$ cat src/rtl/uart_pkg.sv
// ---------------------------------------------------------------------------
// uart_pkg
// Shared definitions for the UART receive path.
// Contents:
//   - rx_state_e       : receiver state encoding
//   - LCR_*            : line-control register field positions
//   - PAR_*            : parity mode codes, LCR[5:3] with LCR[3] = enable
//   - RX_ENTRY_W / RX_*: receive FIFO entry layout {break, fe, pe, data[7:0]}
//   - parity_expected(): expected parity bit for a mode and a data byte
// ---------------------------------------------------------------------------
package uart_pkg;

  typedef enum logic [2:0] {
    RX_IDLE,
    RX_START,
    RX_DATA,
    RX_PARITY,
    RX_STOP,
    RX_WAIT_HIGH
  } rx_state_e;

  // LCR field positions
  localparam int LCR_WLS_LSB   = 0;
  localparam int LCR_WLS_MSB   = 1;
  localparam int LCR_PEN       = 3;
  localparam int LCR_PMODE_LSB = 3;
  localparam int LCR_PMODE_MSB = 5;

  // Parity modes as seen in LCR[5:3]
  localparam logic [2:0] PAR_ODD    = 3'b001;
  localparam logic [2:0] PAR_EVEN   = 3'b011;
  localparam logic [2:0] PAR_STICK1 = 3'b101;
  localparam logic [2:0] PAR_STICK0 = 3'b111;

  // Receive FIFO entry layout
  localparam int RX_ENTRY_W = 11;
  localparam int RX_BREAK   = 10;
  localparam int RX_FE      = 9;
  localparam int RX_PE      = 8;

  // Tick counter points within a 16-tick bit period
  localparam logic [3:0] TICK_MID = 4'd7;
  localparam logic [3:0] TICK_END = 4'd15;

  function automatic logic parity_expected(input logic [2:0] mode,
                                           input logic [7:0] data);
    case (mode)
      PAR_ODD:    return ~^data;
      PAR_EVEN:   return ^data;
      PAR_STICK1: return 1'b1;
      default:    return 1'b0;  // PAR_STICK0
    endcase
  endfunction

endpackage

$ cat src/rtl/uart_rx_fifo.sv
// ---------------------------------------------------------------------------
// uart_rx_fifo
// Synchronous show-ahead FIFO for received characters. DEPTH must be a power
// of two so the pointers wrap naturally.
// Ports:
//   clk, rst_n : clock, asynchronous active-low reset
//   i_push     : write i_wdata (dropped when full unless popping this cycle)
//   i_wdata    : entry to write
//   i_pop      : advance the head (ignored when empty)
//   o_rdata    : current head, zero while empty
//   o_empty    : no entries
//   o_full     : DEPTH entries
//   o_count    : occupancy, 0..DEPTH
// ---------------------------------------------------------------------------
module uart_rx_fifo #(
  parameter int WIDTH = 11,
  parameter int DEPTH = 16
) (
  input  logic                       clk,
  input  logic                       rst_n,
  input  logic                       i_push,
  input  logic [WIDTH-1:0]           i_wdata,
  input  logic                       i_pop,
  output logic [WIDTH-1:0]           o_rdata,
  output logic                       o_empty,
  output logic                       o_full,
  output logic [$clog2(DEPTH):0]     o_count
);

  localparam int AW = $clog2(DEPTH);
  localparam logic [AW:0] FULL_CNT = DEPTH[AW:0];

  logic [WIDTH-1:0] r_mem [DEPTH];
  logic [AW-1:0]    r_wr_ptr;
  logic [AW-1:0]    r_rd_ptr;
  logic [AW:0]      r_count;
  logic             w_do_pop;
  logic             w_do_push;

  assign o_empty   = (r_count == '0);
  assign o_full    = (r_count == FULL_CNT);
  assign o_count   = r_count;
  // A pop frees the slot in the same cycle, so a full FIFO still accepts a
  // simultaneous push.
  assign w_do_pop  = i_pop && !o_empty;
  assign w_do_push = i_push && (!o_full || w_do_pop);
  assign o_rdata   = o_empty ? '0 : r_mem[r_rd_ptr];

  // NOTE: the storage array has no reset; only pointers and count need one,
  // and a reset-free array maps onto plain RAM/register files.
  always_ff @(posedge clk) begin
    if (w_do_push) r_mem[r_wr_ptr] <= i_wdata;
  end

  // NOTE: sequential state uses non-blocking assignments so every flop sees
  // pre-edge values regardless of statement order.
  always_ff @(posedge clk or negedge rst_n) begin
    if (!rst_n) begin
      r_wr_ptr <= '0;
      r_rd_ptr <= '0;
      r_count  <= '0;
    end else begin
      if (w_do_push) r_wr_ptr <= r_wr_ptr + AW'(1);
      if (w_do_pop)  r_rd_ptr <= r_rd_ptr + AW'(1);
      case ({w_do_push, w_do_pop})
        2'b10:   r_count <= r_count + (AW+1)'(1);
        2'b01:   r_count <= r_count - (AW+1)'(1);
        default: r_count <= r_count;
      endcase
    end
  end

endmodule

$ cat src/rtl/uart_rx.sv
// ---------------------------------------------------------------------------
// uart_rx
// UART receive path: synchronizes RXD, recovers 5..8 bit characters using the
// 16x baud enable tick, checks parity/framing/break and queues each character
// with its status into a show-ahead receive FIFO.
// Ports:
//   PCLK, PRESETn  : clock, asynchronous active-low reset
//   RXD            : serial input, idle high
//   enable         : 16x baud tick, one PCLK wide
//   LCR            : [1:0] word length-5, [3] parity enable, [5:3] parity mode
//   rx_fifo_pop    : pop the FIFO head
//   lsr_rd         : clears the sticky overrun flag
//   rx_fifo_out    : FIFO head {break, framing_err, parity_err, data[7:0]}
//   rx_fifo_empty  : FIFO empty
//   rx_fifo_full   : FIFO full
//   rx_fifo_count  : FIFO occupancy
//   overrun        : sticky, a character arrived while the FIFO was full
//   busy           : receiver is between start detection and IDLE
// ---------------------------------------------------------------------------
module uart_rx
  import uart_pkg::*;
#(
  parameter int FIFO_DEPTH  = 16,
  parameter int SYNC_STAGES = 2     // at least 2
) (
  input  logic                          PCLK,
  input  logic                          PRESETn,
  input  logic                          RXD,
  input  logic                          enable,
  input  logic [7:0]                    LCR,
  input  logic                          rx_fifo_pop,
  input  logic                          lsr_rd,
  output logic [RX_ENTRY_W-1:0]         rx_fifo_out,
  output logic                          rx_fifo_empty,
  output logic                          rx_fifo_full,
  output logic [$clog2(FIFO_DEPTH):0]   rx_fifo_count,
  output logic                          overrun,
  output logic                          busy
);

  // Synchronizer
  logic [SYNC_STAGES-1:0] r_sync;
  logic                   w_rxd_s;

  // Receiver state and datapath
  rx_state_e              r_state,       w_state_nxt;
  logic [3:0]             r_tick_cnt,    w_tick_nxt;
  logic [2:0]             r_bit_idx,     w_bit_idx_nxt;
  logic [7:0]             r_shift,       w_shift_nxt;
  logic [1:0]             r_wls,         w_wls_nxt;
  logic [2:0]             r_pmode,       w_pmode_nxt;   // [0] = parity enable
  logic                   r_par_bit,     w_par_bit_nxt;
  logic                   r_par_err,     w_par_err_nxt;
  logic                   r_push,        w_push_nxt;
  logic [RX_ENTRY_W-1:0]  r_push_data,   w_push_data_nxt;
  logic                   r_overrun;
  logic                   w_ovr_set;
  logic                   w_brk;
  logic                   w_unused_lcr;

  // LCR[2] (stop bits) and LCR[7:6] do not affect the receiver.
  assign w_unused_lcr = ^{LCR[7:6], LCR[2]};

  assign w_rxd_s = r_sync[SYNC_STAGES-1];

  always_ff @(posedge PCLK or negedge PRESETn) begin
    if (!PRESETn) r_sync <= '1;
    else          r_sync <= {r_sync[SYNC_STAGES-2:0], RXD};
  end

  // Break: all-zero character, zero parity bit (when present) and zero stop.
  assign w_brk = (r_shift == 8'h00) && !(r_pmode[0] && r_par_bit) && !w_rxd_s;

  always_comb begin
    // NOTE: every next value defaults to its current register before the case
    // so no path leaves a variable unassigned and no latch is inferred.
    w_state_nxt     = r_state;
    w_tick_nxt      = r_tick_cnt;
    w_bit_idx_nxt   = r_bit_idx;
    w_shift_nxt     = r_shift;
    w_wls_nxt       = r_wls;
    w_pmode_nxt     = r_pmode;
    w_par_bit_nxt   = r_par_bit;
    w_par_err_nxt   = r_par_err;
    w_push_nxt      = 1'b0;
    w_push_data_nxt = r_push_data;

    if (enable) begin
      case (r_state)
        RX_IDLE: begin
          if (!w_rxd_s) begin
            // Frame format is frozen here; later LCR writes wait for the next start.
            w_wls_nxt     = LCR[LCR_WLS_MSB:LCR_WLS_LSB];
            w_pmode_nxt   = LCR[LCR_PMODE_MSB:LCR_PMODE_LSB];
            w_tick_nxt    = '0;
            w_bit_idx_nxt = '0;
            w_shift_nxt   = '0;
            w_par_bit_nxt = 1'b0;
            w_par_err_nxt = 1'b0;
            w_state_nxt   = RX_START;
          end
        end

        RX_START: begin
          if (r_tick_cnt == TICK_MID) begin
            if (w_rxd_s) begin
              w_state_nxt = RX_IDLE;       // glitch, not a start bit
            end else begin
              w_tick_nxt  = '0;
              w_state_nxt = RX_DATA;
            end
          end else begin
            w_tick_nxt = r_tick_cnt + 4'd1;
          end
        end

        RX_DATA: begin
          // Counter wraps 15 -> 0, so each sample starts the next 16-tick period.
          w_tick_nxt = r_tick_cnt + 4'd1;
          if (r_tick_cnt == TICK_END) begin
            w_shift_nxt[r_bit_idx] = w_rxd_s;
            // Last data index is 4 + word-length code.
            if (r_bit_idx == {1'b1, r_wls}) begin
              w_bit_idx_nxt = '0;
              w_state_nxt   = r_pmode[0] ? RX_PARITY : RX_STOP;
            end else begin
              w_bit_idx_nxt = r_bit_idx + 3'd1;
            end
          end
        end

        RX_PARITY: begin
          w_tick_nxt = r_tick_cnt + 4'd1;
          if (r_tick_cnt == TICK_END) begin
            w_par_bit_nxt = w_rxd_s;
            w_par_err_nxt = (w_rxd_s != parity_expected(r_pmode, r_shift));
            w_state_nxt   = RX_STOP;
          end
        end

        RX_STOP: begin
          w_tick_nxt = r_tick_cnt + 4'd1;
          if (r_tick_cnt == TICK_END) begin
            w_push_nxt                = 1'b1;
            w_push_data_nxt           = '0;
            w_push_data_nxt[7:0]      = r_shift;
            w_push_data_nxt[RX_PE]    = r_par_err;
            w_push_data_nxt[RX_FE]    = !w_rxd_s;
            w_push_data_nxt[RX_BREAK] = w_brk;
            // A low stop bit parks the receiver until the line goes idle so a
            // held break yields a single entry.
            w_state_nxt = w_rxd_s ? RX_IDLE : RX_WAIT_HIGH;
          end
        end

        RX_WAIT_HIGH: begin
          if (w_rxd_s) w_state_nxt = RX_IDLE;
        end

        default: w_state_nxt = RX_IDLE;
      endcase
    end
  end

  always_ff @(posedge PCLK or negedge PRESETn) begin
    if (!PRESETn) begin
      r_state     <= RX_IDLE;
      r_tick_cnt  <= '0;
      r_bit_idx   <= '0;
      r_shift     <= '0;
      r_wls       <= '0;
      r_pmode     <= '0;
      r_par_bit   <= 1'b0;
      r_par_err   <= 1'b0;
      r_push      <= 1'b0;
      r_push_data <= '0;
    end else begin
      r_state     <= w_state_nxt;
      r_tick_cnt  <= w_tick_nxt;
      r_bit_idx   <= w_bit_idx_nxt;
      r_shift     <= w_shift_nxt;
      r_wls       <= w_wls_nxt;
      r_pmode     <= w_pmode_nxt;
      r_par_bit   <= w_par_bit_nxt;
      r_par_err   <= w_par_err_nxt;
      r_push      <= w_push_nxt;
      r_push_data <= w_push_data_nxt;
    end
  end

  // A push into a full FIFO is dropped unless a pop frees a slot this cycle.
  assign w_ovr_set = r_push && rx_fifo_full && !rx_fifo_pop;

  always_ff @(posedge PCLK or negedge PRESETn) begin
    if (!PRESETn)       r_overrun <= 1'b0;
    else if (w_ovr_set) r_overrun <= 1'b1;   // set wins over a same-cycle clear
    else if (lsr_rd)    r_overrun <= 1'b0;
  end

  assign overrun = r_overrun;
  assign busy    = (r_state != RX_IDLE);

  uart_rx_fifo #(
    .WIDTH (RX_ENTRY_W),
    .DEPTH (FIFO_DEPTH)
  ) u_fifo (
    .clk     (PCLK),
    .rst_n   (PRESETn),
    .i_push  (r_push),
    .i_wdata (r_push_data),
    .i_pop   (rx_fifo_pop),
    .o_rdata (rx_fifo_out),
    .o_empty (rx_fifo_empty),
    .o_full  (rx_fifo_full),
    .o_count (rx_fifo_count)
  );

endmodule

$ cat config.mk
export PLATFORM = sky130hd
export DESIGN_NAME = uart_rx
export DESIGN_NICKNAME = d
export VERILOG_FILES = /design/src/rtl/uart_pkg.sv /design/src/rtl/uart_rx_fifo.sv /design/src/rtl/uart_rx.sv
export SDC_FILE = /design/constraint.sdc
export NUM_CORES = 1
export LEC_CHECK = 0
export CAP_MARGIN = 20
export CORE_MARGIN = 4
export CORE_UTILIZATION = 32
export CTS_CLUSTER_DIAMETER = 40
export DETAILED_ROUTE_END_ITERATION = 12
export GPL_TIMING_DRIVEN = 0
export HOLD_SLACK_MARGIN = 0.15
export SYNTH_ARGS = -nofsm -noshare
export SYNTH_HDL_FRONTEND = slang
export SYNTH_HIERARCHICAL = 1
export SYNTH_SLANG_ARGS = --single-unit
$ cat constraint.sdc
create_clock -name PCLK -period 4.08 [get_ports PCLK]
set_clock_uncertainty 0.1 [all_clocks]
set_input_delay 0.408 -clock PCLK [delete_from_list [all_inputs] [get_ports PCLK]]
set_output_delay 0.408 -clock PCLK [all_outputs]
set_load 0.005 [all_outputs]
* Yosys cells after proc, flatten, opt, wreduce, memory -nomap -nowiden
Memory sizes are Yosys's and may differ from the RTL's.
Index checks and enable logic that the tools add are counted.
** Storage, ports and cells
- Flip-flop bits (word level) :: 53
- Bits in latches :: 0
- RAM bits :: 176
- Bits in read-only memories :: 0
- Input port bits :: 14
- Output and inout port bits :: 20
- Word-level logic and storage cells :: 121
- Memories :: 1
** Memories
- u_fifo.r_mem :: depth 16, bits a word 11, rd ports 1, clocked after Yosys merged registers in 0, write ports 1, line uart_rx_fifo.sv:33 : logic [WIDTH-1:0] r_mem [DEPTH];
** Cells by class
- Add/sub/neg operators :: 6
- $mul :: 0
- Div/mod/pow operators :: 0
- Order comparisons :: 2
- Equality and inequality tests :: 22
- Shifts and indexed selects :: 0
- Mux-type cells :: 42
- Bitwise operators :: 1
- Reduce and logical (&&, ||, !) cells :: 32
** Operators with widths (number)
- $mux 3 :: 12
- $pmux 3 s6 :: 1
- $mux 8 :: 2
- $pmux 8 s2 :: 1
- $mux 1 :: 14
- $ne 2x2->1 const B :: 7
- $add 4x1->4 const B :: 3
- $pmux 4 s3 :: 1
- $mux 11 :: 1
- $pmux 5 s2 :: 1
- $eq 3x2->1 const B :: 3
- $eq 3x3->1 const B :: 3
- $bwmux 8 :: 1
- $logic_and 1x1->1 :: 8
- $logic_not 8->1 :: 1
- $mux 4 :: 2
- $reduce_and 4->1 :: 2
- $reduce_and 8->1 :: 1
- $reduce_bool 2->1 :: 4
- $reduce_xnor 8->1 :: 1
- $reduce_xor 8->1 :: 1
- $eq 3x1->1 const B :: 2
- $pmux 3 s2 :: 1
- $reduce_and 3->1 :: 2
- 24 further kinds :: 30

* Logic depth before layout (Yosys ltp)
- Depth after elaboration :: 8
- Mapped depth :: 10
- Depth with buffers taken out :: 9

* Modules after synthesis
The synthesis kept the hierarchy.
** By module, submodules not included
- uart_rx_fifo :: instances 1, cells an instance 375, area an instance 7642.3 µm², sequential area each 5610.4 µm²
- uart_rx :: instances 1, cells an instance 214, area an instance 2162.1 µm², sequential area each 1003.5 µm²

* Least setup slack after synthesis
No wires, ideal clock.
- Path kind :: register to register
- From :: reg u_fifo.r_count[1], in the netlist u_fifo/o_count[1]
- To :: reg u_fifo.r_count[4], in the netlist u_fifo/o_count[4]
- Setup time :: 0.087 ns
- Data arrival time :: 2.464 ns
- Required time :: 3.893 ns
- Setup slack :: 1.429 ns
- Cell stages (with the launch flop) :: 11
- Buffers on the path :: 1
- Clock period less this slack :: 2.651 ns
- Cell sequence :: dfrtp_1 -> nor4_4 -> nand2b_1 -> clkbuf_1 -> nand3_1 -> inv_1 -> ha_1 -> nand2b_1 -> a2111o_1 -> o31a_1 -> o211ai_1
** On the way
- Longest elaborated chain between the ends :: 7
- Elaborated cells between the ends (all ways) :: 13
- Those cells by class :: add/sub: 2; eq/ne: 3; mux: 1; reduce/logical: 7
** Ends and longest elaborated chain
- start: declaration :: line uart_rx_fifo.sv:36 : logic [AW:0] r_count;
- start signal: assignment :: line uart_rx_fifo.sv:66 : 2'b10: r_count <= r_count + (AW+1)'(1);
- start signal: assignment :: line uart_rx_fifo.sv:67 : 2'b01: r_count <= r_count - (AW+1)'(1);
- start signal: assignment :: line uart_rx_fifo.sv:68 : default: r_count <= r_count;
- $logic_not 5->1 :: line uart_rx_fifo.sv:40 : assign o_empty = (r_count == '0);
- $logic_not 1->1 :: line uart_rx_fifo.sv:45 : assign w_do_pop = i_pop && !o_empty;
- $logic_and 1x1->1 :: line uart_rx_fifo.sv:45
- $logic_or 1x1->1 :: line uart_rx_fifo.sv:46 : assign w_do_push = i_push && (!o_full || w_do_pop);
- $logic_and 1x1->1 :: line uart_rx_fifo.sv:46
- $eq 2x1->1 / $eq 2x2->1 (equally long branches) :: line uart_rx_fifo.sv:65 : case ({w_do_push, w_do_pop})
- $pmux 5 s2 / $reduce_bool 2->1 (equally long branches)
Several ways; a longest one is shown, not always the timed one.
A chain may end at the register's enable or synchronous reset.

* Final worst setup path
- From :: reg u_fifo.r_count[1], in the netlist u_fifo/o_count[1]
- To :: out rx_fifo_out[3]
** On the way
- Longest elaborated chain between the ends :: 2
** Ends and longest elaborated chain
- $logic_not 5->1 :: line uart_rx_fifo.sv:40
- $mux 11 :: line uart_rx_fifo.sv:47 : assign o_rdata = o_empty ? '0 : r_mem[r_rd_ptr];
- end: declaration :: line uart_rx.sv:33 : output logic [RX_ENTRY_W-1:0] rx_fifo_out,
Every way passes these cells.

==> results.sh <==
export IMPL_grt_max_degree=38
export IMPL_report_final_hold_viol_count=0
export IMPL_synth_yosys_seq_area_share_pct=67.46
export IMPL_ys_warn_count=6
export IMPL_initial_core_util_pct=32.73
export IMPL_synth_top_family_by_area="multiplexers"
export IMPL_grt_pass1_vias=5470
export IMPL_drv_cap=0
export IMPL_worstHoldPathType="input port to register"
export IMPL_end_kind="output pin"
export IMPL_core_area_mm2=0.02995
export IMPL_synth_compound_area_share_pct=6.521
export IMPL_antenna_found_initial=0
export IMPL_period_needed_ns=3.446
export IMPL_fin_total_pwr_mw=7.794
export IMPL_rows=63
export IMPL_dr_pass1_iters=4
export IMPL_gp_congestion=0.7559
export IMPL_hpwl_um=13280
export IMPL_fin_tns_setup_ns=0
export IMPL_arrival_ns=2.94
export IMPL_grt_overflow=0
export IMPL_grt_pass1_wl_um=31060
export IMPL_final_antenna_net_count=0
export IMPL_clkLatencyLatePin_ns=0.56
export IMPL_cts_tree="built"
export IMPL_slew_violations=0
export IMPL_synth_xor_area_share_pct=1.340
export IMPL_die_h_um=183.0
export IMPL_syn_inst=589
export IMPL_cts_hold_buf=2
export IMPL_areaGrowthSynthToFinish_pct=20.25
export IMPL_synth_distinct_cells=66
export IMPL_slew_headroom_pct=28.24
export IMPL_vias=5216
export IMPL_worstSetupPathType="register to output pin"
export IMPL_reg2reg_slack_ns=0.87
export IMPL_cp_start_kind="register"
export IMPL_numPortBuffers=29
export IMPL_htree_levels=1
export IMPL_multiInputGateArea_mm2=0.002905
export IMPL_worst_slew_pin_slew_ns=1.073
export IMPL_place_inst=1019
export IMPL_drc_errors=0
export IMPL_cp_max_fo=10
export IMPL_diodes=0
export IMPL_die_w_um=183.0
export IMPL_synthFlopType="edfxtp_1"
export IMPL_synth_area_mm2=0.009804
export IMPL_pwr_density_cell_mw_per_mm2=661.0
export IMPL_synthAdderAreaFrac_pct=1.991
export IMPL_drive_gt1_share_pct=26.98
export IMPL_synthSimpleGateAreaFrac_pct=5.385
export IMPL_synthMuxAreaShare_pct=14.19
export IMPL_power_leakage_nw=4.158
export IMPL_layout_worst_path_cycle_share_pct=84.47
export IMPL_ys_ff_latch=229
export IMPL_final_nets=698
export IMPL_clk_pin_slew_worst_paths_ns=0.06
export IMPL_cts_setup_buffers=0
export IMPL_ctsResizeCount=0
export IMPL_fmax_mhz=290.2
export IMPL_avgSynthCellArea_um2=16.65
export IMPL_clock_root_buffer="clkbuf_16"
export IMPL_final_cells=1083
export IMPL_clock_sinks=229
export IMPL_hold_ws_ns=0.2064
export IMPL_wl_per_cell_um=17.98
export IMPL_syn_nets=618
export IMPL_final_util_pct=39.36
export IMPL_status="complete, no violations"
export IMPL_numCtsBuffers=31
export IMPL_dieArea_mm2=0.03350
export IMPL_rsz0062_at_grt="no"
export IMPL_io_pins=34
export IMPL_clockBufferDepth=3
export IMPL_grtUsageTotal_pct=11.75
export IMPL_synth_edf_count=176
export IMPL_max_vdd_ir_drop_v=0.0003631
export IMPL_drt_wl_total_um=19480
export IMPL_required_ns=3.57
export IMPL_synthArstFlopShare_pct=23.14
export IMPL_routed_via_density=4.816
export IMPL_drt_iter0_markers=258
export IMPL_seq_area_mm2=0.006614
export IMPL_finalSetupViolCount=0
export IMPL_nFillCells=2762
==> power by group <==
| part | leakage [nW] | internal [mW] | switching [mW] |
|---|---|---|---|
| logic | 1.40 | 1.30 | 1.14 |
| registers | 2.27 | 2.66 | 0.173 |
| clock network | 0.486 | 1.49 | 1.04 |
| total | 4.16 | 5.45 | 2.34 |
==> cell type report <==
class	count	area share, %
Buffer	31	1.857
Sequential cell	229	56.10
Tap cell	390	4.139
Inverter	23	0.7322
Clock buffer	33	6.643
Clock inverter	24	1.793
Multi-Input combinational cell	306	24.64
Timing Repair Buffer	47	4.096
==> synth_stat cells (all sizes together), types with 3 or more instances <==
cell	n	area share (%)
dfrtp	51	13
o31ai	7	0.59
mux2i	13	1.3
o21ai	42	2.2
mux2	23	2.7
buf	25	2.0
o211ai	4	0.41
nand3	7	0.48
nor3	8	0.51
clkbuf	6	0.24
a21oi	23	1.3
ha	14	1.8
a22o	3	0.27
xnor2	14	1.3
and2	3	0.20
a31oi	6	0.45
o41ai	3	0.27
inv	23	0.88
edfxtp	176	54
nand4	4	0.41
a21o	3	0.31
and3	3	0.24
mux4	44	10
nand2	35	1.3
nor2	25	1.1
nand2b	6	0.38
==> flip-flops by register name (all words and copies together) (netlist names), 2 cells and up <==
signal / cells
r_state: 3
r_bit_idx: 3
r_shift: 8
u_fifo/r_rd_ptr: 4
u_fifo/o_count: 5
r_pmode: 3
r_tick_cnt: 4
u_fifo/r_wr_ptr: 4
r_sync: 2
r_wls: 2
r_push_data: 11
u_fifo/r_mem: 176
==> placed cells by master, fill, tap and decap left out, drive strengths merged, types with 3 or more instances in the layout <==
cell / n
o21ai: 42
inv: 31
a21oi: 23
and3: 3
o41ai: 3
nor2: 25
clkdlybuf4s50: 28
dfrtp: 51
mux4: 44
a31oi: 6
nand3: 7
o31ai: 7
mux2i: 13
and2: 3
clkinvlp: 3
nand2: 35
clkbuf: 39
a21o: 3
ha: 14
edfxtp: 176
buf: 42
clkinv: 12
xnor2: 14
mux2: 23
o211ai: 4
nand2b: 6
nand4: 4
a22o: 3
nor3: 8
==> path summary, 6_finish.rpt <==
path                              startpoint           endpoint  cells past startpoint
min reg2reg                        r_sync[0]          r_sync[1]                      0
max in group asynchronous            PRESETn            overrun                      3
min in group asynchronous            PRESETn      r_tick_cnt[0]                      2
max reg2reg                u_fifo/o_count[1]  u_fifo/o_count[4]                     10
max                        u_fifo/o_count[1]     rx_fifo_out[3]                      6
min                                   enable         r_shift[0]                      3
==> worst max-delay path, cell delays in order (launching register included) <==
cell and delay, ns:
dfrtp_1 0.42, nor4_4 0.49, nand2b_1 0.32, clkbuf_1 0.36, o21ai_1 0.20, a21oi_1 0.09, clkdlybuf4s50_1 0.49
==> stage by stage <==
| step | setup slack [ns] | instance area [µm²] |
|---|---|---|
| 6_report | 0.6336 | 11790 |
| 5_1_grt | 0.4477 | 11790 |
| 4_1_cts | 0.5741 | 11750 |
| 3_5_place_dp | 0.4708 | 10730 |
| 3_3_place_gp | 0.02270 | 10580 |
| 2_1_floorplan | 1.429 | 9804 |
==> kinds of logic (layout without fill, tap and decap cells) <==
logic type,after synthesis,in the layout
adders and majority gates,15,15
buffers and inverters,54,158
AOI/OAI and AO/OA,98,98
and+or+nand+nor,98,98
xor gates and xnor gates,15,15
DFF,229,229
muxes,80,80
==> layer usage <==
| layer | global-route usage, % | part of all wire [%] | wire length, µm | vias to the layer above |
|---|---|---|---|---|
| li1 | - | - | - | 2450 |
| met1 | 16.01 | 46 | 8909 | 2648 |
| met2 | 19.75 | 48 | 9415 | 79 |
| met3 | 1.825 | 3.5 | 675 | 39 |
| met4 | 3.188 | 2.4 | 475 | 0 |
| met5 | 0 | 0 | 0 | - |
Note: power is estimated with default switching activity, not from simulation.
